<file path="src/rtl/shift_sched.sv">
// shift_sched: two-requester round-robin front end feeding a single serial
// shifter. One bit position is shifted per clock, and the result is held
// until the consumer takes it.
module shift_sched #(
  parameter int WIDTH = 9,
  parameter int AMTW  = 4
) (
  input  logic             clk,
  input  logic             reset,
  input  logic [1:0]       req_valid,
  output logic [1:0]       req_ready,
  input  logic [1:0]       req_op0,
  input  logic [1:0]       req_op1,
  input  logic [WIDTH-1:0] req_data0,
  input  logic [WIDTH-1:0] req_data1,
  input  logic [AMTW-1:0]  req_amt0,
  input  logic [AMTW-1:0]  req_amt1,
  output logic             rsp_valid,
  input  logic             rsp_ready,
  output logic             rsp_id,
  output logic [WIDTH-1:0] rsp_data,
  output logic             busy
);

  localparam int CNTW = $clog2(WIDTH + 1);
  localparam int CMPW = (AMTW > CNTW) ? AMTW : CNTW;

  typedef enum logic [1:0] {
    S_IDLE  = 2'd0,
    S_SHIFT = 2'd1,
    S_DONE  = 2'd2
  } state_t;

  state_t           r_state;
  state_t           w_state_nxt;
  logic [WIDTH-1:0] r_data;
  logic [1:0]       r_op;
  logic             r_id;
  logic [CNTW-1:0]  r_cnt;
  logic             r_last;

  logic             w_grant_id;
  logic             w_accept;
  logic [1:0]       w_op_sel;
  logic [WIDTH-1:0] w_data_sel;
  logic [AMTW-1:0]  w_amt_sel;
  logic [CMPW-1:0]  w_amt_ext;
  logic [CNTW-1:0]  w_cnt_init;

  // One serial step; << and <<< are identical for a left shift.
  function automatic logic [WIDTH-1:0] shift_step(input logic [1:0]       op,
                                                  input logic [WIDTH-1:0] d);
    logic signed [WIDTH-1:0] s;
    s = d;
    case (op)
      2'b01:   shift_step = d >> 1;
      2'b11:   shift_step = s >>> 1;
      default: shift_step = d << 1;
    endcase
  endfunction

  // Grant selection, operand mux and amount clamp to WIDTH.
  always_comb begin
    w_grant_id = 1'b0;
    case (req_valid)
      2'b01:   w_grant_id = 1'b0;
      2'b10:   w_grant_id = 1'b1;
      2'b11:   w_grant_id = ~r_last;
      default: w_grant_id = 1'b0;
    endcase
    w_accept   = (r_state == S_IDLE) && !reset && (req_valid != 2'b00);
    w_op_sel   = w_grant_id ? req_op1   : req_op0;
    w_data_sel = w_grant_id ? req_data1 : req_data0;
    w_amt_sel  = w_grant_id ? req_amt1  : req_amt0;
    w_amt_ext  = CMPW'(w_amt_sel);
    if (w_amt_ext >= CMPW'(WIDTH)) begin
      w_cnt_init = CNTW'(WIDTH);
    end else begin
      w_cnt_init = CNTW'(w_amt_ext);
    end
  end

  // State register.
  always_ff @(posedge clk) begin
    if (reset) begin
      r_state <= S_IDLE;
    end else begin
      r_state <= w_state_nxt;
    end
  end

  // Next-state logic; a zero count still spends one cycle in SHIFT.
  always_comb begin
    w_state_nxt = r_state;
    case (r_state)
      S_IDLE:  if (w_accept)        w_state_nxt = S_SHIFT;
      S_SHIFT: if (r_cnt == '0)     w_state_nxt = S_DONE;
      S_DONE:  if (rsp_ready)       w_state_nxt = S_IDLE;
      default:                      w_state_nxt = S_IDLE;
    endcase
  end

  // Handshake outputs decoded from the state.
  always_comb begin
    req_ready = 2'b00;
    if ((r_state == S_IDLE) && !reset && (req_valid != 2'b00)) begin
      req_ready = w_grant_id ? 2'b10 : 2'b01;
    end
    rsp_valid = (r_state == S_DONE);
    busy      = (r_state != S_IDLE);
  end

  // Operand capture on acceptance, then one shift per cycle until count is 0.
  // The pointer resets to "last granted = 1" so requester 0 wins first.
  always_ff @(posedge clk) begin
    if (reset) begin
      r_data <= '0;
      r_op   <= 2'b00;
      r_id   <= 1'b0;
      r_cnt  <= '0;
      r_last <= 1'b1;
    end else if (w_accept) begin
      r_data <= w_data_sel;
      r_op   <= w_op_sel;
      r_id   <= w_grant_id;
      r_cnt  <= w_cnt_init;
      r_last <= w_grant_id;
    end else if ((r_state == S_SHIFT) && (r_cnt != '0)) begin
      r_data <= shift_step(r_op, r_data);
      r_cnt  <= r_cnt - 1'b1;
    end
  end

  assign rsp_data = r_data;
  assign rsp_id   = r_id;

endmodule

</file>
<file path="config.mk">
export PLATFORM = sky130hd
export DESIGN_NAME = shift_sched
export DESIGN_NICKNAME = d
export VERILOG_FILES = /design/src/rtl/shift_sched.sv
export SDC_FILE = /design/constraint.sdc
export NUM_CORES = 1
export LEC_CHECK = 0
export ABC_AREA = 1
export CAP_MARGIN = 5
export CELL_PAD_IN_SITES_DETAIL_PLACEMENT = 1
export CELL_PAD_IN_SITES_GLOBAL_PLACEMENT = 1
export CORE_AREA = 4 4 69 71
export CTS_CLUSTER_SIZE = 8
export DETAILED_ROUTE_END_ITERATION = 16
export DIE_AREA = 0 0 73 75
export PLACE_DENSITY = 0.88
export SETUP_SLACK_MARGIN = 0.1
export SLEW_MARGIN = 25
export SYNTH_ARGS = -nofsm -noshare
export SYNTH_HDL_FRONTEND = slang
export SYNTH_SLANG_ARGS = --single-unit
</file>
<file path="constraint.sdc">
create_clock -name clk -period 2.5 [get_ports clk]
set_input_delay 0.5 -clock clk [delete_from_list [all_inputs] [get_ports clk]]
set_output_delay 0.5 -clock clk [all_outputs]
set_load 0.01 [all_outputs]
</file>
; Word level (Yosys, flattened, before mapping)
; Index checks and enable logic that the tools add are counted.
[word_totals]
regBits = 19
inputBits = 35
out_inout_bits = 14
wordCells = 48
[classes]
n_addsub = 1
order_cmp = 1
n_eq_ne = 10
muxes = 16
bitwise = 1
n_reduce_logical = 12
[ops]
columns = op, count
row1 = $mux 9, 3
row2 = $pmux 9 s2, 1
row3 = $mux 4, 4
row4 = $mux 2, 6
row5 = $eq 2x2->1 const B, 4
row6 = $ne 2x2->1 const B, 3
row7 = $pmux 2 s3, 1
row8 = $reduce_bool 2->1, 3
row9 = $eq 2x1->1 const B, 2
row10 = $ge 4x4->1 const B, 1
row11 = $logic_not 4->1, 1
row12 = $reduce_bool 4->1, 1
row13 = $sub 4x1->4 const B, 1
row14 = $logic_and 1x1->1, 3
row15 = $reduce_and 3->1, 1
row16 = $logic_not 2->1, 1
row17 = $ne 2x1->1 const B, 1
row18 = $pmux 1 s2, 1
row19 = $reduce_and 2->1, 1
row20 = $logic_not 1->1, 1
row21 = $not 1->1, 1

; Depth between registers and ports, before layout
; Gate-level depths: netlist (run 1).
[depth]
ltp_word = 6
ltp_mapped = 12
depth_no_buf = 11

; Worst setup path before layout (run 1)
; OpenSTA, ideal clock, no wires.
[synth_timing]
kind = in2out
start = input reset
end = output req_ready[1]
arrival_ns = 1.167
required_ns = 2.000
path_slack_ns = 0.833
cell_stages = 5
n_path_buf = 2
path_cell_list = buf_6 inv_2 o211ai_4 nor2_2 buf_6
[synth_between]
elab_chain_len = 4
[synth_rtl]
columns = element, line
row1 = "start, declared", 9  ; input logic reset,
row2 = $logic_not 1->1, 106  ; if ((r_state == S_IDLE) && !reset && (req_valid != 2'b00)) begin
row3 = $logic_and 1x1->1 (2 in a row), 106
row4 = $mux 2, 106
row5 = "end, declared", 11  ; output logic [1:0] req_ready,
; No other way between the ends.

; Worst setup path in the final report (run 1)
[layout_timing]
start = input reset
end = output req_ready[0]
; The elaborated chain is that of the path after synthesis.

==> impl_summary.log, run 1 <==
[metrics] logic gate share of total power: 40.8%
[metrics] worst min-delay path category: reg -> reg
[metrics] first-iteration detailed-routing DRC count: 71
[metrics] worst endpoint required time: 2.00 ns
[metrics] total grt overflow: 0
[metrics] average wire per standard cell: 13.11 µm
[metrics] number of buffers between clock root and the deepest sink: 2
[metrics] final worst setup slack: 0.1485 ns
[metrics] level count of the clock H-tree: 1
[metrics] net load switching power: 352.7 µW
[metrics] Setup Crit Path Kind: in -> out
[metrics] clock period minus final worst setup slack: 2.351 ns
[metrics] overall via count from detail_route: 1436
[metrics] synthesized netlist cell count: 198
[metrics] number of sinks handled by clock tree synthesis: 19
[metrics] area of the die: 5475 µm²
[metrics] clock slew seen by the registers of the worst setup and hold paths: 0.07 ns
[metrics] run status: finished clean
[metrics] number of buffers inserted during clock tree synthesis: 3
[metrics] antenna cell count: 0
[metrics] worst setup slack for register-to-register paths: 0.79 ns
[metrics] Final Hold Viols: 0
[metrics] power density over the cells: 551.9 nW/µm²
[metrics] clock tree from TritonCTS: done
[metrics] Worst Hold Path EP: rsp_id
[metrics] crit path capture type: output pin
[metrics] post-synth design cell area: 1246 µm²
[metrics] sw frac: 34.70%
[metrics] placed wire-length estimate: 3095 µm
[metrics] post-synthesis net count: 234
[metrics] CTS root buf: sky130_fd_sc_hd__clkbuf_8
[metrics] final hold slack: 0.4765 ns
[metrics] remaining number of nets flagged by the antenna check after routing: 0
[metrics] max-slew violation count: 0
[metrics] largest net degree at the start of global routing: 16
[metrics] arrival time reported for the critical path endpoint: 1.85 ns
[metrics] die height: 75 µm
[metrics] static leakage: 0.0008579 µW
[metrics] drt drc: 0
[metrics] final setup skew: 0.001225 ns
[metrics] startpoint type of the worst setup path: input port
[metrics] distinct cell type count of the synthesized netlist: 26
[metrics] internal power of the cells: 663.8 µW
[metrics] FP Rows: 24
[metrics] clock network power share: 21.4%
[metrics] register area share after synthesis: 30.52%
[metrics] share of the cycle needed by the critical path after routing: 94.06%
[metrics] hold-fix buffer count after cts: 0
[metrics] area delta synth->final: 47.79%
[metrics] GPL Wtd Cong: 0.8271
[metrics] detailed-router iteration count before antenna repair: 5
[metrics] Port-buffer cells: 48
[metrics] start point of the worst min-delay path: rsp_id
[metrics] starting utilization of the core area: 29.43%
[metrics] number of global-route vias before repair: 1512
[metrics] syn_area_per_cell: 6.294 µm²
[metrics] Synth warnings: 0
[metrics] number of cells after detailed placement: 300
[metrics] x dimension of the die: 73 µm
[metrics] number of cells on the worst reg-to-reg path: 10
[metrics] IR Drop Worst-Case VDD: 0.1866 mV
[metrics] total global routing track utilization: 15.57%
[metrics] maxcap violations: 0
[metrics] number of antenna violations at the first check in global routing: 0
[metrics] fraction of layout instances using a drive strength above 1: 10.32%
[metrics] total core area: 4234 µm²
[metrics] Worst-Skew Late Latency: 0.25 ns
[metrics] start of the worst register-to-register path: r_cnt[0]
[metrics] setup repair after global routing missed its margin: false
[metrics] number of setup buffers added after CTS: 0
[metrics] count of final setup violators: 0
[metrics] Flop pwr share: 37.8%
[metrics] final std cells w/o fill: 304
[metrics] Layout Nets: 289
[metrics] worst hold path stage count: 2
[metrics] achievable clock frequency: 425.3 MHz
[metrics] Worst R2R End: rsp_data[7]
[metrics] worst slack, placed: 0.02990 ns
[metrics] worst slew margin relative to its limit: 72.33%
[metrics] top fanout value on the critical path: 4
[metrics] number of vias per cell: 4.724
[metrics] FF+latch count, synth: 19
[metrics] Slew @ Worst Pin: 0.4144 ns
[metrics] I/O pin count: 49
[metrics] final routed wirelength across all metal layers: 3985 µm
[metrics] post-route setup TNS: 0 ns
[metrics] global-route wire length before repair: 6693 µm
==> how the worst max path moves through the flow <==
stage                      start      endpoint  depth (start not counted)
global route               reset  req_ready[0]                          5
detailed placement  req_valid[0]  req_ready[0]                          6
CTS                        reset  req_ready[1]                          5
finish                     reset  req_ready[0]                          5
global placement    req_valid[0]  req_ready[0]                          6
floorplan                  reset  req_ready[1]                          5
==> Yosys cell counts <==
cell,instances,area share [%]
sky130_fd_sc_hd__nand2_1,58,17
sky130_fd_sc_hd__inv_1,32,9.6
sky130_fd_sc_hd__dfxtp_1,19,31
sky130_fd_sc_hd__nand3_1,17,6.8
sky130_fd_sc_hd__o21ai_0,17,6.8
sky130_fd_sc_hd__nor2_1,13,3.9
sky130_fd_sc_hd__a21oi_1,5,2.0
sky130_fd_sc_hd__buf_6,5,4.5
sky130_fd_sc_hd__a31oi_1,4,2.0
sky130_fd_sc_hd__or2_2,4,2.0
sky130_fd_sc_hd__nand2_2,3,1.5
sky130_fd_sc_hd__nand4_1,3,1.5
sky130_fd_sc_hd__inv_2,2,0.60
sky130_fd_sc_hd__nor2_2,2,1.0
sky130_fd_sc_hd__o211ai_1,2,1.2
sky130_fd_sc_hd__o21ai_1,2,0.80
sky130_fd_sc_hd__buf_4,1,0.60
sky130_fd_sc_hd__clkbuf_1,1,0.30
sky130_fd_sc_hd__ha_1,1,1.0
sky130_fd_sc_hd__nand2_4,1,0.90
sky130_fd_sc_hd__nand3b_1,1,0.60
sky130_fd_sc_hd__nor2_4,1,0.90
sky130_fd_sc_hd__nor3_1,1,0.40
sky130_fd_sc_hd__o211ai_4,1,1.7
sky130_fd_sc_hd__o22ai_1,1,0.50
sky130_fd_sc_hd__xor2_1,1,0.70
==> stage by stage <==
step                util [%]  area [µm²]  total power, µW
floorplan                  -        1246            625.9
global placement       42.32        1792            792.8
detailed placement     42.32        1792            806.6
CTS                    43.44        1839             1026
global route           43.50        1842             1093
finish                 43.50        1842             1016
==> power by group through the flow <==
stage / Clock (µW) / Sequential [µW] / Combinational (µW)
2_1_floorplan: 0 / 391 / 235
3_3_place_gp: 0 / 390 / 403
3_5_place_dp: 0 / 391 / 416
4_1_cts: 222 / 385 / 419
5_1_grt: 233 / 393 / 467
6_report: 217 / 384 / 415
==> layout by cell type (no fill, tap or decap) <==
cell type / count
sky130_fd_sc_hd__dlymetal6s2s_1: 1
sky130_fd_sc_hd__xor2_1: 1
sky130_fd_sc_hd__nor2_4: 2
sky130_fd_sc_hd__buf_4: 9
sky130_fd_sc_hd__o22ai_1: 1
sky130_fd_sc_hd__or2_2: 4
sky130_fd_sc_hd__clkbuf_1: 1
sky130_fd_sc_hd__o21ai_1: 2
sky130_fd_sc_hd__a31oi_1: 4
sky130_fd_sc_hd__nor2_2: 1
sky130_fd_sc_hd__a21oi_1: 5
sky130_fd_sc_hd__o211ai_1: 2
sky130_fd_sc_hd__o21ai_0: 17
sky130_fd_sc_hd__nand2_1: 58
sky130_fd_sc_hd__nand3_1: 17
sky130_fd_sc_hd__clkdlybuf4s50_1: 45
sky130_fd_sc_hd__nand3b_1: 1
sky130_fd_sc_hd__inv_1: 32
sky130_fd_sc_hd__o211ai_4: 1
sky130_fd_sc_hd__nor2_1: 13
sky130_fd_sc_hd__inv_2: 2
sky130_fd_sc_hd__dlygate4sd2_1: 2
sky130_fd_sc_hd__nor3_1: 1
sky130_fd_sc_hd__nand2_4: 1
sky130_fd_sc_hd__clkbuf_8: 3
sky130_fd_sc_hd__nand2_2: 3
sky130_fd_sc_hd__ha_1: 1
sky130_fd_sc_hd__nand4_1: 3
sky130_fd_sc_hd__dfxtp_1: 19
==> flip-flops by register name, indices dropped and copies added (netlist names) <==
signal and count:
r_cnt 4, r_last 1, r_op 2, r_state 2
rsp_data 9, rsp_id 1
==> layout make-up <==
cell class                 count  area (µm²)
fill                         564        2392
sequential                    19       380.4
multi-input combinational    138       675.6
tap                           52       65.06
inverter                      34       127.6
clock buffer                   4       45.04
timing repair buffer          57       548.0
==> logic make-up (layout without fill, tap and decap cells) <==
kind of cell             Yosys count  in the layout  synth area share [%]
AO/OA/AOI/OAI                     32             32                 15.06
adder cells (fa/ha/maj)            1              1                 1.004
XOR/XNOR                           1              1                0.7029
AND/OR/NAND/NOR                  104            104                 37.05
buffers and inverters             41             95                 15.66
flip-flops                        19             19                 30.52
==> critical path: stages <==
cell and delay [ns]:
sky130_fd_sc_hd__clkdlybuf4s50_1 0.45, sky130_fd_sc_hd__inv_2 0.10, sky130_fd_sc_hd__o211ai_4 0.12, sky130_fd_sc_hd__nor2_4 0.13, sky130_fd_sc_hd__clkdlybuf4s50_1 0.55
==> timing repair <==
item / in CTS / in global routing
gates resized for setup: 3 / 1
cloned: 0 / 0
pin swaps: 0 / 0
setup endpoints to repair: 2 / 1
==> layer usage <==
layer / track usage, % / vias up / part of all wire (%)
met4: 5.738 / 0 / 1.7
met5: 0 / - / 0
met2: 27.71 / 29 / 48
met1: 18.99 / 672 / 46
li1: - / 731 / -
met3: 2.270 / 4 / 4.5
No activity file was read; power rests on OpenSTA's default activity.
==> run 2: changes to the inputs <==
--- a/config.mk
+++ b/config.mk
@@ -6,14 +6,14 @@
 export NUM_CORES = 1
 export LEC_CHECK = 0
 export ABC_AREA = 1
-export CAP_MARGIN = 5
 export CELL_PAD_IN_SITES_DETAIL_PLACEMENT = 1
 export CELL_PAD_IN_SITES_GLOBAL_PLACEMENT = 1
-export CORE_AREA = 4 4 69 71
+export CORE_AREA = 4 4 60 62
 export CTS_CLUSTER_SIZE = 8
 export DETAILED_ROUTE_END_ITERATION = 16
-export DIE_AREA = 0 0 73 75
-export PLACE_DENSITY = 0.88
+export DIE_AREA = 0 0 64 66
+export DONT_BUFFER_PORTS = 1
+export PLACE_DENSITY = 0.82
 export SETUP_SLACK_MARGIN = 0.1
 export SLEW_MARGIN = 25
 export SYNTH_ARGS = -nofsm -noshare
==> impl_summary.log, run 2 (synthesis results as in run 1) <==
[metrics] run status: finished clean
[metrics] largest net degree at the start of global routing: 20 (+4)
[metrics] number of global-route vias before repair: 1265 (-16%)
[metrics] number of sinks handled by clock tree synthesis: 19 (unchanged)
[metrics] max-slew violation count: 0 (unchanged)
[metrics] top fanout value on the critical path: 19 (+15)
[metrics] GPL Wtd Cong: 0.7976 (-3.6%)
[metrics] number of setup buffers added after CTS: 0 (unchanged)
[metrics] I/O pin count: 49 (unchanged)
[metrics] area delta synth->final: 1.808%
[metrics] overall via count from detail_route: 1226 (-15%)
[metrics] starting utilization of the core area: 41.16% (+12 points)
[metrics] post-route setup TNS: 0 ns (unchanged)
[metrics] total grt overflow: 0 (unchanged)
[metrics] detailed-router iteration count before antenna repair: 4 (-1)
[metrics] start of the worst register-to-register path: r_cnt[0]
[metrics] achievable clock frequency: 494.0 MHz (+16%)
[metrics] clock slew seen by the registers of the worst setup and hold paths: 0.12 ns (+0.05 ns)
[metrics] worst slew margin relative to its limit: 60.32% (-12 points)
[metrics] Flop pwr share: 48.0% (+10 points)
[metrics] total global routing track utilization: 17.78% (+2.2 points)
[metrics] Final Hold Viols: 0 (unchanged)
[metrics] placed wire-length estimate: 2908 µm (-6.0%)
[metrics] internal power of the cells: 502.9 µW (-24%)
[metrics] worst hold path stage count: 1 (-1)
[metrics] fraction of layout instances using a drive strength above 1: 9.694% (-0.62 points)
[metrics] hold-fix buffer count after cts: 0 (unchanged)
[metrics] final worst setup slack: 0.4757 ns (+0.3271 ns)
[metrics] FP Rows: 20 (-17%)
[metrics] Worst Hold Path EP: r_op[1]
[metrics] commonest non-fill, non-tap cell in the layout: sky130_fd_sc_hd__nand2_1
[metrics] worst slack, placed: 0.6362 ns (+0.6063 ns)
[metrics] Worst R2R End: rsp_data[2]
[metrics] total core area: 3028 µm² (-28%)
[metrics] Setup Crit Path Kind: reg -> out
[metrics] startpoint type of the worst setup path: register
[metrics] Slew @ Worst Pin: 0.5924 ns (+0.1780 ns)
[metrics] worst setup slack for register-to-register paths: 0.77 ns (-0.02 ns)
[metrics] clock period minus final worst setup slack: 2.024 ns (-0.3271 ns)
[metrics] Port-buffer cells: 0 (-100%)
[metrics] crit path capture type: output pin
[metrics] CTS root buf: sky130_fd_sc_hd__clkbuf_4
[metrics] first-iteration detailed-routing DRC count: 35 (-51%)
[metrics] Cell Chain, Critical Path: nor2_2 -> o211ai_4 -> nor2_4
[metrics] net load switching power: 334.5 µW (-5.2%)
[metrics] number of vias per cell: 5.108 (+8.1%)
[metrics] setup repair after global routing missed its margin: false
[metrics] arrival time reported for the critical path endpoint: 1.52 ns (-0.33 ns)
[metrics] final setup skew: 0.0009467 ns (-0.0002784 ns)
[metrics] worst min-delay path category: in -> reg
[metrics] level count of the clock H-tree: 1 (unchanged)
[metrics] GR met3 Demand/Resource: 5.952% (+3.7 points)
[metrics] static leakage: 0.0006121 µW (-29%)
[metrics] delay of the slowest critical-path stage: 0.39 ns (-0.16 ns)
[metrics] share of the cycle needed by the critical path after routing: 80.97% (-13 points)
[metrics] power density over the cells: 660.1 nW/µm² (+20%)
[metrics] sw frac: 39.95% (+5.2 points)
[metrics] number of buffers between clock root and the deepest sink: 2 (unchanged)
[metrics] final routed wirelength across all metal layers: 3648 µm (-8.5%)
[metrics] area of the die: 4224 µm² (-23%)
[metrics] x dimension of the die: 64 µm (-12%)
[metrics] number of buffers inserted during clock tree synthesis: 3 (unchanged)
[metrics] global-route wire length before repair: 5837 µm (-13%)
[metrics] die height: 66 µm (-12%)
[metrics] number of cells on the worst reg-to-reg path: 10 (unchanged)
[metrics] number of antenna violations at the first check in global routing: 0 (unchanged)
[metrics] drt drc: 0 (unchanged)
[metrics] count of final setup violators: 0 (unchanged)
[metrics] grt met1 use: 21.61% (+2.6 points)
[metrics] Worst-Skew Late Latency: 0.30 ns (+0.05 ns)
[metrics] worst endpoint required time: 2.00 ns (about the same)
[metrics] IR Drop Worst-Case VDD: 0.2186 mV (+17%)
[metrics] Layout Nets: 233 (-19%)
[metrics] maxcap violations: 0 (unchanged)
[metrics] number of instances resized during post-cts repair: 0 (-3)
[metrics] start point of the worst min-delay path: reset
[metrics] remaining number of nets flagged by the antenna check after routing: 0 (unchanged)
[metrics] logic gate share of total power: 32.0% (-8.8 points)
[metrics] clock tree from TritonCTS: done
[metrics] clock network power share: 20.0% (-1.4 points)
[metrics] met2 usage: 28.39% (+0.68 points)
[metrics] average wire per standard cell: 15.20 µm (+16%)
[metrics] antenna cell count: 0 (unchanged)
[metrics] commonest cells after routing, fill and taps aside: sky130_fd_sc_hd__nand2_1, sky130_fd_sc_hd__inv_1, sky130_fd_sc_hd__dfxtp_1
[metrics] number of flip-flops under the largest register name: 9 (unchanged)
[metrics] master of the slowest instance on the critical path: sky130_fd_sc_hd__nor2_4
[metrics] highest-utilization routing layer at the global route stage: met2
[run 2: worst max-delay path by stage]
stage                    to  slack, ns  cells after the start  startpoint
4_1_cts        req_ready[0]       0.46                      3  r_state[0]
5_1_grt        req_ready[0]       0.39                      3  r_state[0]
2_1_floorplan  req_ready[1]       0.83                      5       reset
3_5_place_dp   req_ready[0]       0.64                      3       reset
6_report       req_ready[0]       0.48                      3  r_state[0]
3_3_place_gp   req_ready[0]       0.69                      3       reset
[run 2: layer usage]
layer / vias up / routed length (µm)
li1: 620 / -
met1: 557 / 1571
met2: 41 / 1726
met3: 8 / 277
met4: 0 / 73
met5: - / 0
[run 2: final cells by class]
type	count	area, µm²
fillers	425	1759
multi-input cells	138	670.6
flip-flops and latches	19	380.4
inverters	34	127.6
well taps	44	55.05
clock buffers	3	22.52
repair buffers	1	7.507
clock inverters	1	5.005
[run 2: critical path, delay by kind of cell, from the launching register on]
| kind | cells | cell delay, ns |
|---|---|---|
| flip-flops | 1 | 0.35 |
| AND/OR/NAND/NOR | 2 | 0.61 |
| AO/OA/AOI/OAI | 1 | 0.26 |
[run 2: power by group through the flow]
stage | combinational (µW) | clock [µW] | sequential, µW
after global placement | 255 | 0 | 407
after global routing | 309 | 183 | 410
after floorplan | 235 | 0 | 391
after CTS | 271 | 170 | 402
final | 268 | 167 | 402
after detailed placement | 270 | 0 | 409
[run 2: stage by stage]
step | util (%) | hold WS [ns] | std cells | power (µW) | cell area [µm²]
detailed placement | 40.99 | 0.4804 | 236 | 678.6 | 1241
global placement | 40.99 | 0.4720 | 236 | 661.7 | 1241
floorplan | - | 0.4508 | 198 | 625.9 | 1246
finish | 41.90 | 0.2399 | 240 | 837.4 | 1269
global route | 41.90 | 0.2206 | 240 | 901.3 | 1269
CTS | 41.90 | 0.2365 | 240 | 842.8 | 1269
==> run 3: changes to the inputs <==
--- a/config.mk
+++ b/config.mk
@@ -8,12 +8,12 @@
 export ABC_AREA = 1
 export CELL_PAD_IN_SITES_DETAIL_PLACEMENT = 1
 export CELL_PAD_IN_SITES_GLOBAL_PLACEMENT = 1
-export CORE_AREA = 4 4 60 62
+export CORE_AREA = 4 4 61 63
 export CTS_CLUSTER_SIZE = 8
 export DETAILED_ROUTE_END_ITERATION = 16
-export DIE_AREA = 0 0 64 66
+export DIE_AREA = 0 0 65 67
 export DONT_BUFFER_PORTS = 1
-export PLACE_DENSITY = 0.82
+export PLACE_DENSITY = 0.8
 export SETUP_SLACK_MARGIN = 0.1
 export SLEW_MARGIN = 25
 export SYNTH_ARGS = -nofsm -noshare
==> constraint.sdc (replaced) <==
create_clock -name clk -period 2 [get_ports clk]
set_input_delay 0.4 -clock clk [delete_from_list [all_inputs] [get_ports clk]]
set_output_delay 0.4 -clock clk [all_outputs]
set_load 0.01 [all_outputs]
==> impl_summary.log, run 3 (synthesis results as in run 1) <==
[metrics] number of buffers between clock root and the deepest sink: 2 (unchanged)
[metrics] area of all placed cells without fillers: 1310 µm² (+3.3%)
[metrics] Worst-Skew Late Latency: 0.31 ns (about the same)
[metrics] I/O pin count: 49 (unchanged)
[metrics] commonest non-fill, non-tap cell in the layout: sky130_fd_sc_hd__nand2_1
[metrics] top fanout value on the critical path: 13 (-6)
[metrics] Final Util: 40.53% (-1.4 points)
[metrics] grt met1 use: 24.21% (+2.6 points)
[metrics] arrival time reported for the critical path endpoint: 1.34 ns (-0.18 ns)
[metrics] count of final setup violators: 0 (unchanged)
[metrics] total core area: 3232 µm² (+6.7%)
[metrics] Slew @ Worst Pin: 0.4660 ns (-0.1264 ns)
[metrics] first-iteration detailed-routing DRC count: 59 (+69%)
[metrics] final hold slack: 0.1351 ns (-0.1048 ns)
[metrics] static leakage: 0.0006281 µW (+2.6%)
[metrics] area of the die: 4355 µm² (+3.1%)
[metrics] max-slew violation count: 0 (unchanged)
[metrics] Final Hold Viols: 0 (unchanged)
[metrics] placed wire-length estimate: 2632 µm (-9.5%)
[metrics] starting utilization of the core area: 38.56% (-2.6 points)
[metrics] number of fillers in the final layout: 461 (+8.5%)
[metrics] CTS root buf: sky130_fd_sc_hd__clkbuf_4
[metrics] largest net degree at the start of global routing: 16 (-20%)
[metrics] highest-utilization routing layer at the global route stage: met2
[metrics] number of buffers inserted during clock tree synthesis: 3 (unchanged)
[metrics] global-route wire length before repair: 6037 µm (+3.4%)
[metrics] share of the cycle needed by the critical path after routing: 87.05%
[metrics] area delta synth->final: 5.121%
[metrics] worst endpoint required time: 1.60 ns (-0.40 ns)
[metrics] detailed-router iteration count before antenna repair: 4 (unchanged)
[metrics] GR met3 Demand/Resource: 5.059% (-0.89 points)
[metrics] worst slew margin relative to its limit: 68.84% (+8.5 points)
[metrics] Layout Nets: 237 (+1.7%)
[metrics] level count of the clock H-tree: 1 (unchanged)
[metrics] crit path capture type: output pin
[metrics] drt drc: 0 (unchanged)
[metrics] remaining number of nets flagged by the antenna check after routing: 0 (unchanged)
[metrics] startpoint type of the worst setup path: register
[metrics] average wire per standard cell: 15.04 µm (-1.1%)
[metrics] placed standard-cell area: 1251 µm² (+0.81%)
[metrics] overall via count from detail_route: 1265 (+3.2%)
[metrics] total global routing track utilization: 18.15% (+0.37 points)
[metrics] antenna cell count: 0 (unchanged)
[metrics] final setup skew: 0.01176 ns (+0.01081 ns)
[metrics] clock tree from TritonCTS: done
[metrics] met2 usage: 29.76% (+1.4 points)
[metrics] number of antenna violations at the first check in global routing: 0 (unchanged)
[metrics] number of vias per cell: 5.142 (+0.66%)
[metrics] FP Rows: 21 (+5.0%)
[metrics] clock slew seen by the registers of the worst setup and hold paths: 0.12 ns (about the same)
[metrics] run status: finished clean
[metrics] number of flip-flops under the largest register name: 9 (unchanged)
[metrics] Setup Crit Path Kind: reg -> out
[metrics] IR Drop Worst-Case VDD: 0.2868 mV (+31%)
[metrics] clock period minus final worst setup slack: 1.741 ns
[metrics] setup repair after global routing missed its margin: false
[metrics] total grt overflow: 0 (unchanged)
[metrics] maxcap violations: 0 (unchanged)
[metrics] post-route setup TNS: 0 ns (unchanged)
[metrics] number of global-route vias before repair: 1240 (-2.0%)
[metrics] power density over the cells: 806.0 nW/µm² (+22%)
[metrics] achievable clock frequency: 574.4 MHz
[metrics] Port-buffer cells: 0 (unchanged)
[metrics] commonest cells after routing, fill and taps aside: sky130_fd_sc_hd__nand2_1, sky130_fd_sc_hd__inv_1, sky130_fd_sc_hd__dfxtp_1
[metrics] fraction of layout instances using a drive strength above 1: 11.50% (+1.8 points)
[metrics] final routed wirelength across all metal layers: 3699 µm (+1.4%)
[metrics] number of sinks handled by clock tree synthesis: 19 (unchanged)
[metrics] GPL Wtd Cong: 0.8102 (+1.6%)
[metrics] x dimension of the die: 65 µm (+1.6%)
[metrics] hold-fix buffer count after cts: 0 (unchanged)
[metrics] worst min-delay path category: in -> reg
[metrics] die height: 67 µm (+1.5%)
==> run 3: where the power goes <==
part	switching [µW]	total [µW]	internal, µW	leakage, µW
logic	219	349	130	0.000454
registers	69.6	503	433	0.000157
clock network	129	204	74.7	0.0000177
total	418	1060	638	0.000628
==> run 3: worst paths after layout <==
check / from / endpoint / slack [ns] / depth (start not counted)
min: reset / rsp_id / 0.14 / 1
min reg2reg: r_cnt[0] / r_cnt[0] / 0.49 / 2
max: r_state[0] / req_ready[1] / 0.26 / 4
max reg2reg: r_cnt[0] / rsp_data[1] / 0.36 / 10
==> run 3: timing repair <==
item,in CTS,in global routing
setup endpoints to repair,2,2
gates resized for setup,1,0
setup buffers,0,1
pin swaps,2,1
endpoints found under the hold margin,0,0
cloned,2,0
==> run 3: final cells by class <==
class,count,area [µm²],area share [%]
Tap cell,46,57.56,4.393
Inverter,34,127.6,9.742
Clock inverter,1,5.005,0.3820
Sequential cell,19,380.4,29.04
Clock buffer,3,22.52,1.719
Timing Repair Buffer,3,22.52,1.719
Multi-Input combinational cell,140,694.4,53.01
==> run 3: metal layers <==
metal / up-vias / wire, µm
met2: 35 / 1711
li1: 628 / -
met5: - / 0
met1: 598 / 1755
met3: 4 / 207
met4: 0 / 25
==> run 3: through the flow <==
step	setup WS (ns)	cells	total power, µW
detailed placement	0.2904	239	844.1
CTS	0.1468	245	1062
global route	0.1647	246	1147
finish	0.2589	246	1056
global placement	0.3493	239	837.6
floorplan	0.5333	198	782.4
==> run 3: critical path, stage by stage, from the launching register on <==
cell and delay [ns]:
sky130_fd_sc_hd__dfxtp_1 0.36, sky130_fd_sc_hd__nor2_4 0.20, sky130_fd_sc_hd__o211ai_4 0.14, sky130_fd_sc_hd__nor2_2 0.10, sky130_fd_sc_hd__buf_4 0.21
==> RTL change (config.mk and constraints of run 3) <==
The parameter `WIDTH` goes from 9 to 18.
--- a/src/rtl/shift_sched.sv
+++ b/src/rtl/shift_sched.sv
@@ -4,3 +4,3 @@
 module shift_sched #(
-  parameter int WIDTH = 9,
+  parameter int WIDTH = 18,
   parameter int AMTW  = 4
Ports: changed (resized req_data0, req_data1 and rsp_data); port bits go from 49 to 76. No check against the original RTL was run, so the function may have changed too.
==> RTL change against run 3 <==
  * The flow now stops in global routing
  * Synthesized area grew 50%
==> RTL change: results <==
set metrics [dict create \
    outcome "aborted with a tool error" \
    stop_stage "global routing" \
    tool.error "[ERROR DPL-0033] detailed placement checks failed during check placement." \
    async_flop_share_pct 0 \
    gp_congestion 0.787 \
    endpoint_type "primary output" \
    yosysWarnings 0 \
    io_buffer_count 0 \
    synth_edf_count 0 \
    cts_buffer_depth 2 \
    numCtsBuffers 5 \
    place_hpwl_mm 4.36 \
    ys_ff_latch 29 \
    synth_ff_type "dfxtp_1" \
    yosys-top-cells-area "nand2_1 (32%), dfxtp_1 (31%), nor2_1 (9.8%), o21ai_0 (5.9%), inv_1 (4.2%)" \
    synth_cell_types 23 \
    htree_levels 2 \
    crit_endpoint "req_ready[0]" \
    synth_nets 387 \
    seq_area_frac_synth_pct 31.0 \
    synth_commonest_cells "nand2_1 (162), nor2_1 (49), dfxtp_1 (29), o21ai_0 (22), inv_1 (21)" \
    clock_tree.root_cell "clkbuf_4" \
    antenna_found_initial 0 \
    grt_max_degree 33 \
]
==> RTL change: cell count changes after synthesis, sizes merged, moves of 2 or more <==
cell,change
buf,+8
o21ai,+9
o211ai,-3
nor2,+37
dfxtp,+10
nand2,+103
nand3,-7
or2,-4
nand4,-2
a31oi,-4
inv,-12
==> RTL change: cell families after synthesis <==
kind of cell | share of synthesized area (%)
and+or+nand+nor | 48.5
buffers and inverters | 9.68
AOI/OAI and AO/OA | 10.1
DFF | 31.0
adders and majority gates | 0.667
==> RTL change: repair_timing <==
item                                   4_1_cts
resized for setup                            2
pin swaps                                    1
setup endpoints to repair                    2
buffers inserted                             2
endpoints found under the hold margin        0
gates cloned                                 1
==> RTL change: through the flow <==
stage               instances  area, µm²  utilization, %  setup WS [ns]  hold slack [ns]
detailed placement        371       1910            59.0          0.290            0.466
CTS                       381       1990            61.7          0.118           0.0870
floorplan                 333       1870               -          0.646            0.429
global placement          371       1910            59.0          0.405            0.449
